$ cat config.mk
export PLATFORM = sky130hd
export DESIGN_NAME = uart_tx_arbiter
export DESIGN_NICKNAME = d
export VERILOG_FILES = /design/src/rtl/uart_tx_arbiter.sv
export SDC_FILE = /design/constraint.sdc
export NUM_CORES = 1
export LEC_CHECK = 0
export CAP_MARGIN = 20
export CORE_ASPECT_RATIO = 1.25
export CORE_MARGIN = 4
export CORE_UTILIZATION = 40
export CTS_CLUSTER_DIAMETER = 120
export CTS_CLUSTER_SIZE = 30
export DETAILED_ROUTE_END_ITERATION = 10
export PLACE_DENSITY = 0.79
export SLEW_MARGIN = 40
export SYNTH_ARGS = -nofsm -noshare
export SYNTH_HDL_FRONTEND = slang
export SYNTH_SLANG_ARGS = --single-unit
$ cat constraint.sdc
create_clock -name clk_baud -period 1.73 [get_ports clk_baud]
set_input_delay 0.346 -clock clk_baud [delete_from_list [all_inputs] [get_ports clk_baud]]
set_output_delay 0.346 -clock clk_baud [all_outputs]
set_load 0.02 [all_outputs]
$ cat src/rtl/uart_tx_arbiter.sv
// uart_tx_arbiter
//   Round-robin arbiter that shares one UART byte transmitter between
//   NUM_REQ requesters. It captures one byte from the granted requester,
//   strobes start_send, and waits for tx_done before reporting completion.
//   All logic runs on the rising edge of clk_baud.
//
// Optional feature: define UART_TX_ARBITER_TIMEOUT_EN to abort a transfer
//   whose tx_done has not arrived TIMEOUT cycles after entering WAIT.
//   Without the macro, WAIT persists until tx_done or reset, and
//   o_timeout_err is constant 0.
//
// Ports:
//   clk_baud        baud-rate clock
//   rst             synchronous, active-low reset
//   i_req_valid     per-requester byte available
//   i_req_data      requester i byte at [8i+7:8i]
//   o_req_ready     one-cycle pulse: byte of requester i captured
//   o_req_done      one-cycle pulse: requester i byte sent (or aborted)
//   o_tx_byte       byte to transmitter, stable from capture to IDLE
//   o_start_send    one-cycle start strobe to transmitter
//   i_tx_done       transmitter completion pulse
//   o_busy          high whenever the FSM is not IDLE
//   o_grant_id      index of current or most recent grant
//   o_timeout_err   one-cycle pulse on an aborted transfer
module uart_tx_arbiter #(
  parameter int unsigned NUM_REQ = 4,
  parameter int unsigned TIMEOUT = 16
) (
  input  logic                       clk_baud,
  input  logic                       rst,
  input  logic [NUM_REQ-1:0]         i_req_valid,
  input  logic [8*NUM_REQ-1:0]       i_req_data,
  output logic [NUM_REQ-1:0]         o_req_ready,
  output logic [NUM_REQ-1:0]         o_req_done,
  output logic [7:0]                 o_tx_byte,
  output logic                       o_start_send,
  input  logic                       i_tx_done,
  output logic                       o_busy,
  output logic [$clog2(NUM_REQ)-1:0] o_grant_id,
  output logic                       o_timeout_err
);

  localparam int unsigned GW = $clog2(NUM_REQ);

  if (NUM_REQ < 2 || NUM_REQ > 8 || TIMEOUT < 1) begin : g_param_check
    $error("uart_tx_arbiter: NUM_REQ must be 2..8 and TIMEOUT at least 1");
  end

  typedef enum logic [1:0] {
    S_IDLE,
    S_START,
    S_WAIT
  } state_t;

  state_t        r_state;
  logic [GW-1:0] r_last_grant;
  logic          w_any;
  logic [GW-1:0] w_pick;

`ifdef UART_TX_ARBITER_TIMEOUT_EN
  localparam int unsigned CW = $clog2(TIMEOUT + 1);
  logic [CW-1:0] r_wait_cnt;
`endif

  // Search upward from last_grant+1, wrapping, so the most recently
  // served requester is considered last.
  always_comb begin
    logic [GW-1:0] v_idx;
    w_any  = 1'b0;
    w_pick = '0;
    v_idx  = '0;
    for (int unsigned k = 1; k <= NUM_REQ; k++) begin
      v_idx = GW'((32'(r_last_grant) + k) % NUM_REQ);
      if (!w_any && i_req_valid[v_idx]) begin
        w_any  = 1'b1;
        w_pick = v_idx;
      end
    end
  end

  assign o_busy = (r_state != S_IDLE);

  always_ff @(posedge clk_baud) begin
    if (!rst) begin
      r_state       <= S_IDLE;
      r_last_grant  <= GW'(NUM_REQ - 1);
      o_req_ready   <= '0;
      o_req_done    <= '0;
      o_tx_byte     <= '0;
      o_start_send  <= 1'b0;
      o_grant_id    <= '0;
      o_timeout_err <= 1'b0;
`ifdef UART_TX_ARBITER_TIMEOUT_EN
      r_wait_cnt    <= '0;
`endif
    end else begin
      o_req_done    <= '0;
      o_timeout_err <= 1'b0;
      case (r_state)
        S_IDLE: begin
          if (w_any) begin
            o_tx_byte   <= i_req_data[{w_pick, 3'b000} +: 8];
            o_grant_id  <= w_pick;
            o_req_ready <= {{(NUM_REQ-1){1'b0}}, 1'b1} << w_pick;
            r_state     <= S_START;
          end
        end
        S_START: begin
          o_req_ready  <= '0;
          o_start_send <= 1'b1;
          r_state      <= S_WAIT;
`ifdef UART_TX_ARBITER_TIMEOUT_EN
          r_wait_cnt   <= '0;
`endif
        end
        S_WAIT: begin
          o_start_send <= 1'b0;
          // tx_done wins over a simultaneous expiry: normal completion.
          if (i_tx_done) begin
            o_req_done[o_grant_id] <= 1'b1;
            r_last_grant           <= o_grant_id;
            r_state                <= S_IDLE;
          end
`ifdef UART_TX_ARBITER_TIMEOUT_EN
          else if (r_wait_cnt == CW'(TIMEOUT - 1)) begin
            o_timeout_err          <= 1'b1;
            o_req_done[o_grant_id] <= 1'b1;
            r_last_grant           <= o_grant_id;
            r_state                <= S_IDLE;
          end else if (r_wait_cnt != '1) begin
            r_wait_cnt <= r_wait_cnt + 1'b1;
          end
`endif
        end
        default: r_state <= S_IDLE;
      endcase
    end
  end

endmodule

==> key figures, run 1 <==
Outcome
  • Outcome: finished clean

Synthesis
  • Seq/Total Area, Yosys: 36.2%
  • Area leader, netlist: dfxtp_1
  • Top cells by area, synth: dfxtp_1 (36%), mux2i_1 (14%), mux2_2 (7.1%)
  • Synthesized flop and latch total: 23
  • Main combinational cell family by area after synthesis: multiplexers
  • Simple logic cell fraction of the synthesized area: a little under a fifth
  • XOR/XNOR share of the synthesized area: 0%
  • Synthesized area: about 0.0013 mm²
  • Post-synth top area share: 36.2%
  • Mux cell area share after synthesis: around a fifth
  • Mean post-synth cell area: 9.21 µm²
  • Post-synth cell types: 36
  • Synth Area in Adders: 3.94%
  • Synth warn: 0
  • Syn Inst Count: around 140
  • Syn Nets: 181
  • Post-synthesis compound-gate area fraction: 14.2%

Global routing
  • Initial antenna violation count: 0
  • Number of global-route vias before repair: approximately 1300
  • Largest net degree at the start of global routing: 19
  • First-pass GRT wire length: 5.88 mm
  • GRT Total Usage: 18.1%
  • GRT overflow: 0

Placement
  • Input/output buffers: 58
  • Setup WS pre-CTS: -392 ps
  • Final Wtd Congestion: 0.741
  • Final HPWL DP: about 2.8 mm

Timing
  • Final period utilization: 95.1%
  • Final hold vios: 0
  • Final setup vio count: 0
  • Tmin final: 1650 ps
  • Final Worst Setup Slack: 84.1 ps
  • Max Freq: 0.608 GHz
  • Max Slew Vio Count: 0
  • RSZ-0062 raised after global routing: no
  • Setup TNS: 0 ps
  • Min Hold Slack: ~470 ps
  • Clock skew: 1.73 ps

Floorplan
  • Die Area: 0.00415 mm²
  • Die Y: 71.0 µm
  • Initial core utilization: 42.4%
  • Die width: 58.4 µm
  • Row cnt: 22
  • # IOs: 60
  • Core area: ~0.0030 mm²

Clock network
  • H-tree levels: 1
  • CTS Buf Count: 3
  • Clock sink count: 23
  • Clk root buf: clkbuf_4
  • Worst skew pair latency: 300 ps
  • CTS tree: yes
  • Clock-pin slew on the worst setup and hold paths: 120 ps
  • Setup Fix Bufs, Post-CTS: 0
  • Bufs on Longest Clock Path: 2

Drt
  • Iter 0 DRT Violations: 30
  • # DRC: 0
  • DRT antenna net count: 0
  • Routed length on met1: 1.36 mm
  • Via Count: 1294
  • Met3 WL post-DR: 266 µm
  • Highest metal used: met4
  • WL met2: 1.83 mm
  • Drt pass-1 iters: 4
  • DR WL/cell: around 14 µm
  • DR vias/cell: 5.20
  • Final wirelength: 3.50 mm

Power
  • Pwr Total: 1.49 mW
  • Leakage: 0.906 nW
  • VDD IR max: 0.430 mV
  • P per Cell Area: 732 mW/mm²

Critical path
  • Buffer and inverter count on the worst path: 1
  • Crit-path max FO: 2
  • Worst EP required: around 1400 ps
  • Crit path depth: 1
  • Crit path to: o_tx_byte[3]
  • Reg2reg start: r_last_grant[0]
  • CP Launch Type: flop
  • CP arrival: about 1300 ps
  • Reg2reg setup slack: 90 ps
  • Setup CP Type: reg2out
  • CP top delay family: buffers and inverters
  • R2R cell count: 6
  • Worst path cell trace: clkdlybuf4s50_1
  • Slowest cell on the critical path: clkdlybuf4s50_1
  • Worst path max stage delay: 620 ps
  • Critical path launch point: o_tx_byte[3]
  • CP Capture Type: output port
  • Worst R2R End: o_tx_byte[6]

Layout
  • Commonest non-fill, non-tap cell in the layout: clkdlybuf4s50_1
  • Most frequent cells in the layout: clkdlybuf4s50_1 (51), dfxtp_1 (22), mux2i_1 (18), buf_4 (17)
  • Syn-to-layout area delta: 59.7%
  • ANT cells: 0
  • Proportion of layout cells with a drive suffix above 1: a little under a fifth
  • Final nets: 257

Run
  • Max-Cap Viols: 0

Hold path
  • Worst Hold Class: reg2reg
Yosys cell counts, drive strengths merged:
cell type / n
nor3: 3
dfxtp: 23
mux2i: 18
o221ai: 1
nand3b: 2
and3: 1
nand3: 11
or2: 1
nand4: 2
o21bai: 1
mux2: 8
nand2b: 2
buf: 4
nor2b: 5
a21boi: 4
o21ai: 10
conb: 1
a211oi: 1
nand2: 11
nor3b: 1
a21oi: 5
a32oi: 1
o21a: 2
nor2: 6
clkbuf: 2
o211ai: 1
inv: 6
o211a: 1
ha: 4
how the worst min path moves through the flow:
stage	startpoint	endpoint	cells past startpoint
CTS	o_tx_byte[0]	o_tx_byte[0]	2
finish	o_tx_byte[0]	o_tx_byte[0]	2
global route	o_req_ready[3]	o_req_ready[3]	2
floorplan	r_last_grant[0]	r_last_grant[0]	2
global placement	o_req_ready[3]	o_req_ready[3]	2
detailed placement	o_tx_byte[0]	o_tx_byte[0]	2
cells by family after synthesis:
kind of cell | count (synthesis)
AO/OA/AOI/OAI | 27
buffers and inverters | 12
other | 1
adder cells (fa/ha/maj) | 4
multiplexers | 26
flip-flops | 23
AND/OR/NAND/NOR | 45
flip-flops by register name (all words and copies together) (netlist names):
name and count:
o_req_done 4, r_state 2, r_last_grant 2, o_start_send 1, o_grant_id 2, o_req_ready 4, o_tx_byte 8
area by class of cell:
class                           instances  area (µm²)
Clock buffer                            4        26.3
Fill cell                             258         970
Inverter                                6        22.5
Multi-Input combinational cell        103         748
Sequential cell                        23         462
Tap cell                               36        45.0
Timing Repair Buffer                   77         727
report_power, final:
group          switching (mW)  leakage (nW)  total, mW  internal, mW
combinational           0.281         0.703      0.611         0.329
sequential             0.0425         0.188      0.628         0.586
clock                   0.158        0.0150      0.248        0.0898
layer usage:
| metal | GRT usage (%) | vias up |
|---|---|---|
| met5 | 0 | - |
| met4 | 5.41 | 0 |
| met3 | 3.83 | 6 |
| met2 | 34.2 | 58 |
| met1 | 19.3 | 589 |
| li1 | - | 641 |
per-stage QoR:
stage,instances,area (µm²),util (%)
final,249,2030,67.7
after global routing,249,2030,67.7
after CTS,249,2030,67.5
after detailed placement,244,1990,66.3
after global placement,244,1990,66.3
after floorplan,138,1270,-
timing repair:
item | CTS | global route
gates resized for setup | 15 | 2
gates cloned | 1 | 0
pin swaps | 2 | 1
hold buffers | 0 | 0
setup endpoints to repair | 11 | 5
Power figures use the tool's default switching activity.
==> inputs of run 2 (changes only) <==
--- a/config.mk
+++ b/config.mk
@@ -5,7 +5,6 @@
 export SDC_FILE = /design/constraint.sdc
 export NUM_CORES = 1
 export LEC_CHECK = 0
-export CAP_MARGIN = 20
 export CORE_ASPECT_RATIO = 1.25
 export CORE_MARGIN = 4
 export CORE_UTILIZATION = 40
==> results of run 2 <==
Final layout, timing and power as in run 1 (identical DEF).
